<file path="config.mk">
export PLATFORM = sky130hd
export DESIGN_NAME = mult_seq_ctrl
export DESIGN_NICKNAME = d
export VERILOG_FILES = /design/src/rtl/mult_pkg.sv /design/src/rtl/mult_slice_pp.sv /design/src/rtl/mult_seq_ctrl.sv
export SDC_FILE = /design/constraint.sdc
export NUM_CORES = 1
export LEC_CHECK = 0
export ABC_CLOCK_PERIOD_IN_PS = 33400
export BUFFER_PORTS_ARGS = -buffer_cell sky130_fd_sc_hd__buf_4
export CAP_MARGIN = 20
export CELL_PAD_IN_SITES_DETAIL_PLACEMENT = 0
export CELL_PAD_IN_SITES_GLOBAL_PLACEMENT = 1
export CORE_UTILIZATION = 51
export DETAILED_ROUTE_END_ITERATION = 7
export PLACE_DENSITY = 0.95
export REMOVE_ABC_BUFFERS = 1
export SLEW_MARGIN = 20
export SYNTH_ARGS = -nofsm -noshare
export SYNTH_HDL_FRONTEND = slang
export SYNTH_SLANG_ARGS = --single-unit
export TNS_END_PERCENT = 20
</file>
<file path="constraint.sdc">
create_clock -name i_clk -period 33.4 [get_ports i_clk]
set_input_delay 5.01 -clock i_clk [delete_from_list [all_inputs] [get_ports i_clk]]
set_output_delay 5.01 -clock i_clk [all_outputs]
set_load 0.01 [all_outputs]
</file>
<file path="src/rtl/mult_pkg.sv">
// ---------------------------------------------------------------------------
// mult_pkg
// Shared constants for the sequential multiplier controller:
//   - default operand width and slice width
//   - FSM state encodings
//   - helpers that derive the step count and check that WIDTH is a whole
//     number of slices
// ---------------------------------------------------------------------------
package mult_pkg;

    localparam int DEF_WIDTH = 32;
    localparam int DEF_SLICE = 8;

    localparam logic [1:0] ST_IDLE = 2'd0;
    localparam logic [1:0] ST_RUN  = 2'd1;
    localparam logic [1:0] ST_DONE = 2'd2;

    // Number of RUN cycles needed to consume all of A.
    function automatic int steps_f(input int width, input int slice);
        return width / slice;
    endfunction

    // A must split into whole slices, otherwise the top bits would be dropped.
    function automatic bit slice_ok_f(input int width, input int slice);
        return (slice > 0) && ((width % slice) == 0);
    endfunction

endpackage

</file>
<file path="src/rtl/mult_slice_pp.sv">
// ---------------------------------------------------------------------------
// mult_slice_pp
// Combinational partial-product group for one SLICE-bit slice of A.
// Each set bit of the slice gates a copy of B shifted by its bit position.
// The gated copies are summed, and the sum is shifted into place by
// cnt*SLICE.
//
// Ports:
//   i_b       [WIDTH-1:0]    latched multiplier B
//   i_a_slice [SLICE-1:0]    current slice of latched multiplicand A
//   i_cnt     [CNT_W-1:0]    slice index
//   o_pp      [2*WIDTH-1:0]  shifted partial-product sum for this slice
// ---------------------------------------------------------------------------
module mult_slice_pp #(
    parameter int WIDTH = 32,
    parameter int SLICE = 8,
    parameter int CNT_W = 2
) (
    input  logic [WIDTH-1:0]   i_b,
    input  logic [SLICE-1:0]   i_a_slice,
    input  logic [CNT_W-1:0]   i_cnt,
    output logic [2*WIDTH-1:0] o_pp
);

    logic [2*WIDTH-1:0] w_b_ext;
    logic [2*WIDTH-1:0] w_sum;

    assign w_b_ext = {{WIDTH{1'b0}}, i_b};

    always_comb begin
        w_sum = '0;
        for (int j = 0; j < SLICE; j++) begin
            if (i_a_slice[j]) begin
                w_sum = w_sum + (w_b_ext << j);
            end
        end
        o_pp = w_sum << (int'(i_cnt) * SLICE);
    end

endmodule

</file>
<file path="src/rtl/mult_seq_ctrl.sv">
// ---------------------------------------------------------------------------
// mult_seq_ctrl
// Sequencing controller for the unsigned WIDTH x WIDTH multiplier.
// One operand pair is accepted over a valid/ready handshake. A is then
// consumed SLICE bits per cycle, with each slice's partial-product group
// added into a 2*WIDTH accumulator. The product is held on a valid/ready
// output until it is taken.
//
// Ports:
//   i_clk        clock, all state on rising edge
//   i_reset      synchronous active-high reset
//   i_in_valid   operand pair offered
//   o_in_ready   controller can accept operands (IDLE)
//   i_a, i_b     operands, sampled only on acceptance
//   o_out_valid  product available (DONE)
//   i_out_ready  consumer takes product
//   o_p          product A*B, zero unless o_out_valid
//   o_busy       high in RUN or DONE
//
// state   | meaning
// --------+---------------------------------------------------------
// IDLE    | waiting for an operand pair, in_ready=1
// RUN     | accumulating one slice of A per cycle, cnt = slice index
// DONE    | product held on o_p with out_valid=1 until out_ready
// ---------------------------------------------------------------------------
module mult_seq_ctrl
    import mult_pkg::*;
#(
    parameter int WIDTH = DEF_WIDTH,
    parameter int SLICE = DEF_SLICE
) (
    input  logic                 i_clk,
    input  logic                 i_reset,
    input  logic                 i_in_valid,
    output logic                 o_in_ready,
    input  logic [WIDTH-1:0]     i_a,
    input  logic [WIDTH-1:0]     i_b,
    output logic                 o_out_valid,
    input  logic                 i_out_ready,
    output logic [2*WIDTH-1:0]   o_p,
    output logic                 o_busy
);

    localparam int STEPS = steps_f(WIDTH, SLICE);
    localparam int CNT_W = (STEPS > 1) ? $clog2(STEPS) : 1;

    if (!slice_ok_f(WIDTH, SLICE)) begin : g_bad_slice
        $error("mult_seq_ctrl: WIDTH must be a non-zero multiple of SLICE");
    end

    logic [1:0]         r_state;
    logic [CNT_W-1:0]   r_cnt;
    logic [WIDTH-1:0]   r_a;
    logic [WIDTH-1:0]   r_b;
    logic [2*WIDTH-1:0] r_acc;

    logic [SLICE-1:0]   w_a_slice;
    logic [2*WIDTH-1:0] w_pp;

    assign w_a_slice = r_a[int'(r_cnt) * SLICE +: SLICE];

    mult_slice_pp #(
        .WIDTH (WIDTH),
        .SLICE (SLICE),
        .CNT_W (CNT_W)
    ) u_slice_pp (
        .i_b       (r_b),
        .i_a_slice (w_a_slice),
        .i_cnt     (r_cnt),
        .o_pp      (w_pp)
    );

    always_ff @(posedge i_clk) begin
        if (i_reset) begin
            r_state <= ST_IDLE;
            r_cnt   <= '0;
            r_a     <= '0;
            r_b     <= '0;
            r_acc   <= '0;
        end else begin
            case (r_state)
                ST_IDLE: begin
                    if (i_in_valid) begin
                        r_a     <= i_a;
                        r_b     <= i_b;
                        r_acc   <= '0;
                        r_cnt   <= '0;
                        r_state <= ST_RUN;
                    end
                end
                ST_RUN: begin
                    // Top bits never carry out: the full sum is exactly A*B.
                    r_acc <= r_acc + w_pp;
                    if (r_cnt == CNT_W'(STEPS - 1)) begin
                        r_state <= ST_DONE;
                    end else begin
                        r_cnt <= r_cnt + CNT_W'(1);
                    end
                end
                ST_DONE: begin
                    if (i_out_ready) begin
                        r_state <= ST_IDLE;
                    end
                end
                default: r_state <= ST_IDLE;
            endcase
        end
    end

    // Handshake outputs decode from state and are forced low while reset is high.
    assign o_in_ready  = (r_state == ST_IDLE) && !i_reset;
    assign o_out_valid = (r_state == ST_DONE) && !i_reset;
    assign o_busy      = ((r_state == ST_RUN) || (r_state == ST_DONE)) && !i_reset;

    // Partial sums during RUN are never exposed on the product port.
    assign o_p = o_out_valid ? r_acc : '0;

endmodule

</file>
### Word level (Yosys, flattened, before mapping)

Cells that the tools add are included.

* register bits: 132
* word-level logic and storage cells: 52
* output and inout bits: 67
* bits of input ports: 68

* shifts and indexed selects: 2
* reductions and logical operators: 11
* equality and inequality tests: 7
* $add $sub $neg: 9
* multiplexer cells: 18

Operators by type and width (number)
* 64-bit two-way mux: 9
* 64-bit case mux with 2 select lines: 1
* 64-bit by 33-bit adder with 64-bit output: 1
* 64-bit by 34-bit adder with 64-bit output: 1
* 64-bit by 35-bit adder with 64-bit output: 1
* 64-bit by 36-bit adder with 64-bit output: 1
* 64-bit by 37-bit adder with 64-bit output: 1
* 64-bit by 38-bit adder with 64-bit output: 1
* 64-bit by 39-bit adder with 64-bit output: 1
* 64-bit adder: 1
* 64-bit by 5-bit << shifter with 64-bit output: 1
* 32-bit two-way mux: 1
* 32-bit by 6-bit indexed part select with 8-bit output: 1
* 2-bit two-way mux: 5
* 2-bit != test (second input constant): 4
* 2-bit case mux with 3 select lines: 1
* 3-bit AND reduction: 2
* 2-bit == test (second input constant): 2
* 2-bit case mux with 2 select lines: 1
* 2-bit AND reduction: 2
* 1-bit logical AND: 3
* 2-bit by 1-bit adder with 2-bit output (second input constant): 1
* 2-bit by 1-bit == test with 1-bit output (second input constant): 1
* 2-bit logical NOT: 1
* other kinds (3): 3

### Depth between registers and ports, before layout

* depth after elaboration: 19
* gate-level depth with buffers: 90
* gate-level depth less buffers: 84

### By module

From an unflattened synthesis, not the netlist that was laid out.

* cells, all modules: 3907
* area total of the unflattened synthesis: 26834.5 µm²

By module, submodules not included
* mult_slice_pp: sequential area each 0.0 µm², cells an instance 2733, area an instance 17857.1 µm², times used 1
* mult_seq_ctrl: sequential area each 2642.5 µm², cells an instance 1174, area an instance 8977.4 µm², times used 1

### Worst setup path after synthesis

OpenSTA, ideal clock, no wires.

* kind: flip-flop to flip-flop
* start point: reg r_cnt[0]
* end point: reg r_acc[57]
* stages on the path, launching flop included: 90
* arrival: 16.072 ns
* path slack: 17.200 ns
* data required time: 33.272 ns
* period minus slack after synthesis: 16.200 ns
* cell sequence: dfxtp_1 > buf_2 > mux4_2 > buf_4 > buf_6 > clkbuf_1 > clkbuf_1 > clkbuf_1 > and2_1 > fa_1 > clkbuf_1 > o21ai_0 > nand2_1 > nand2_1 > o21ai_0 > o21ai_0 > o211ai_1 > a32o_1 > [... 54 more ...] > a31o_2 > o21a_1 > mux2i_1 > ha_1 > clkbuf_1 > and2_1 > nor3b_1 > nand3_1 > or2_2 > a21oi_1 > a2111o_1 > nand4_1 > nand2_1 > a2bb2oi_1 > a311oi_1 > o41ai_1 > xnor2_1 > o21ai_0

* word-level cells in the longest chain between the ends: 19

RTL lines
* from (decl): line mult_seq_ctrl.sv:52 `logic [CNT_W-1:0] r_cnt;`
* from (signal assigned): line mult_seq_ctrl.sv:97 `r_cnt <= r_cnt + CNT_W'(1);`
* 32-bit by 6-bit indexed part select with 8-bit output: line mult_seq_ctrl.sv:60 `assign w_a_slice = r_a[int'(r_cnt) * SLICE +: SLICE];`
* 32-bit two-way mux: line mult_slice_pp.sv:33 `if (i_a_slice[j]) begin`
* 64-bit by 33-bit adder with 64-bit output: line mult_slice_pp.sv:34 `w_sum = w_sum + (w_b_ext << j);`
* 64-bit two-way mux: line mult_slice_pp.sv:33
* 64-bit by 34-bit adder with 64-bit output: line mult_slice_pp.sv:34
* 64-bit two-way mux: line mult_slice_pp.sv:33
* 64-bit by 35-bit adder with 64-bit output: line mult_slice_pp.sv:34
* 64-bit two-way mux: line mult_slice_pp.sv:33
* [... 3 more ...]
* 64-bit two-way mux: line mult_slice_pp.sv:33
* 64-bit by 38-bit adder with 64-bit output: line mult_slice_pp.sv:34
* 64-bit two-way mux: line mult_slice_pp.sv:33
* 64-bit by 39-bit adder with 64-bit output: line mult_slice_pp.sv:34
* 64-bit two-way mux: line mult_slice_pp.sv:33
* 64-bit by 5-bit << shifter with 64-bit output *: line mult_slice_pp.sv:37 `o_pp = w_sum << (int'(i_cnt) * SLICE);`
* 64-bit adder *: line mult_seq_ctrl.sv:93 `r_acc <= r_acc + w_pp;`
* 64-bit case mux with 2 select lines *: line mult_seq_ctrl.sv:81 `case (r_state)`
* to (signal assigned): line mult_seq_ctrl.sv:93
* to (decl): line mult_seq_ctrl.sv:55 `logic [2*WIDTH-1:0] r_acc;`

Every way passes the cells marked *; elsewhere a longest branch is shown, timed or not.
A chain may end at the register's enable or synchronous reset.

### Worst setup path in the final report

* start point: reg r_cnt[0]
* end point: reg r_acc[63]

Same word-level chain as after synthesis.

==> impl_metrics.toml <==
[worst_setup_path]
critPathKind = "flop to flop"
crit_path_end_kind = "flop"
cpMaxStageDelayCell = "mux4_2"
startpoint_type = "flop"
cp_top_family = "compound AO/OA/AOI/OAI gates"
critPathArrivalTime_ns = 19.31
critical_path_required_ns = 33.78
cp.depth = 79
worst-path-buf-inv = 3
cp_max_fo = 63
r2r_cells = 79
critPathMaxStageDelay_ns = 0.58

[synthesis]
synth_ff_type = "dfxtp_1"
yosysSeqAreaShare = 0.105
synthArstFlopShare = 0
yosys_register_bits = 132
yosys.area.top_type = "ha_1"
synth.most_common_cell = "nand2_1"
yosys-top-cells-area = "ha_1, dfxtp_1, a21oi_1"
yosysWarningCount = 0
yosys-top-cells-count = "nand2_1, a21oi_1, nor2_1, ha_1, o21ai_0"
yosys.area.top_type_share = 0.149
synth.cell_area_mm2 = 0.0252
synth_edf_count = 0
synth_area_per_cell_um2 = 6.89
ys_types = 88
netlist_instances = 3664

[outcome]
status = "finished with violations"
violations = "DRC"

[floorplan]
pin_count = 135
rows = 81
core_mm2 = 0.0488
die_y_um = 224
die_w_um = 224
start_util = 0.516
die_area_mm2 = 0.0504

[power_and_ir_drop]
peakVddDrop_mv = 0.0349
swShare = 0.484
power.share.sequential = 0.194
power.density_mw_per_mm2 = 33.9
p_int_mw = 0.480
power_mw = 0.930
clkPwrFrac = 0.204
cellLeakagePower_nw = 12.8
p_comb_frac = 0.602
p_sw_mw = 0.450

[sta]
max_freq_mhz = 52.8
worst_pin_slew_ns = 1.16
skew_ns = 0.0149
fin_crit_ns = 18.93
rsz0062_at_grt = "false"
fin_crit_sh = 0.567
setup_violations = 0
relSlewSlack = 0.229
hold_violations = 0
fin_tns_setup_ns = 0
finalMaxSlewViolations = 0

[global_routing]
grt_max_degree = 79
grt_usage = 0.324
grt_remaining_overflow = 0
antenna_found_initial = 1
grt_pass1_wl_um = 132000
grt_pass1_vias = 25300

[drt]
wl_per_cell_um = 19.1
first_pass_iters = 8
drtIter0Drc = 2072
via_per_inst = 6.31
postRouteAntennaNets = 0
drc = 2
vias = 27600
wirelength_um = 83700

[layout]
drive_gt1_frac = 0.0817
diodes = 0
syn2layout_area_growth_pct = 8.72
fill_cells = 4903
layout.nets = 4071

[clock_tree]
cts_buffers = 17
post_cts_resized = 0
cts-root-buf = "clkbuf_16"
cts_setup_buffers = 0
clk_pin_slew_ns = 0.07
cts_tree = "done"
worstSkewPairLatency_ns = 0.46
max-clock-path-buffers = 2
htreeDepth = 4
cts_hold_buf = 0
numClockSinks = 132

[worst_hold_path]
hold_depth = 2
hp-class = "flop to flop"

[placed_design]
dp_hpwl_um = 65400
io_buffer_count = 134
gp_congestion = 0.984

[flow_run]
maxCapViolCount = 0
==> placed cells by master (no fill, tap or decap), types with 33 or more instances in the layout <==
| master | instances |
|---|---|
| nand3_1 | 85 |
| o21a_1 | 73 |
| nor3_1 | 55 |
| a211oi_1 | 49 |
| nand2b_1 | 35 |
| o21bai_1 | 53 |
| a31oi_1 | 45 |
| and2_1 | 109 |
| xor2_1 | 80 |
| a22oi_1 | 55 |
| xnor2_1 | 145 |
| buf_4 | 181 |
| nor2_1 | 349 |
| dfxtp_1 | 130 |
| mux2_2 | 41 |
| inv_1 | 99 |
| o21ai_0 | 229 |
| a21oi_1 | 376 |
| nand4_1 | 58 |
| nor2b_1 | 33 |
| ha_1 | 301 |
| nand2_1 | 486 |
| mux2i_1 | 54 |
| a21o_1 | 141 |
==> worst reg2reg max path, delay by kind of cell, from the launching register on <==
family                   cells  cell delay (ns)
AO/OA/AOI/OAI               34             7.91
XOR/XNOR                     9             1.89
adder cells (fa/ha/maj)      8             3.36
buffers and inverters        3             0.95
flip-flops                   1             0.31
multiplexers                 3             0.89
AND/OR/NAND/NOR             22             3.56
==> cell families (layout without fill, tap and decap cells) <==
family / count (synthesis) / after routing / synth area share
AND/OR/NAND/NOR: 1325 / 1325 / 0.241
AO/OA/AOI/OAI: 1300 / 1300 / 0.336
adder cells (fa/ha/maj): 309 / 309 / 0.156
buffers and inverters: 271 / 314 / 0.0409
XOR/XNOR: 225 / 225 / 0.0781
flip-flops: 132 / 132 / 0.105
multiplexers: 102 / 102 / 0.0437
==> metrics by stage <==
step,setup slack [ns],util,instance area (µm²),hold slack [ns],cells
6_report,14.47,0.561,27400,0.454,4371
4_1_cts,14.74,0.561,27400,0.456,4370
3_3_place_gp,14.98,0.549,26800,0.443,4338
5_1_grt,12.77,0.561,27400,0.475,4371
3_5_place_dp,14.85,0.549,26800,0.447,4338
2_1_floorplan,16.40,-,24600,0.427,3493
==> layer usage <==
metal  GRT usage  share of wire  vias to the layer above
met5           0        0.00017                        -
met1       0.430           0.44                    12800
met3      0.0371          0.070                      163
met4       0.123          0.033                        2
li1            -              -                    13600
met2       0.537           0.45                     1046
==> power groups by stage <==
| stage | registers (mW) | logic, mW | clock network (mW) |
|---|---|---|---|
| 2_1_floorplan | 0.184 | 0.394 | 0 |
| 3_3_place_gp | 0.183 | 0.541 | 0 |
| 3_5_place_dp | 0.183 | 0.543 | 0 |
| 4_1_cts | 0.180 | 0.546 | 0.193 |
| 5_1_grt | 0.181 | 0.611 | 0.200 |
| 6_report | 0.181 | 0.560 | 0.190 |
==> layout make-up <==
type	count	area [µm²]	area share
sequential	132	2650	0.0964
timing repair buffer	182	1380	0.0503
clock buffer	19	443	0.0161
multi-input combinational	3261	21600	0.788
inverter	100	375	0.0137
tap	664	831	0.0303
clock inverter	13	139	0.00506
==> flip-flops by register name, indices dropped and copies added (netlist names) <==
register and flops:
r_acc 64, r_a 32, r_b 32, r_cnt 2, r_state 2
==> final timing paths <==
| check | slack, ns | from | end |
|---|---|---|---|
| setup / recovery | 14.47 | r_cnt[0]$_SDFFE_PP0P_ | r_acc[63]$_SDFFE_PP0P_ |
| hold / removal | 0.45 | r_a[7]$_SDFFE_PP0P_ | r_a[7]$_SDFFE_PP0P_ |
| setup reg to reg | 14.47 | r_cnt[0]$_SDFFE_PP0P_ | r_acc[63]$_SDFFE_PP0P_ |
| hold reg to reg | 0.45 | r_a[7]$_SDFFE_PP0P_ | r_a[7]$_SDFFE_PP0P_ |
No activity file was read; power rests on OpenSTA's default activity.
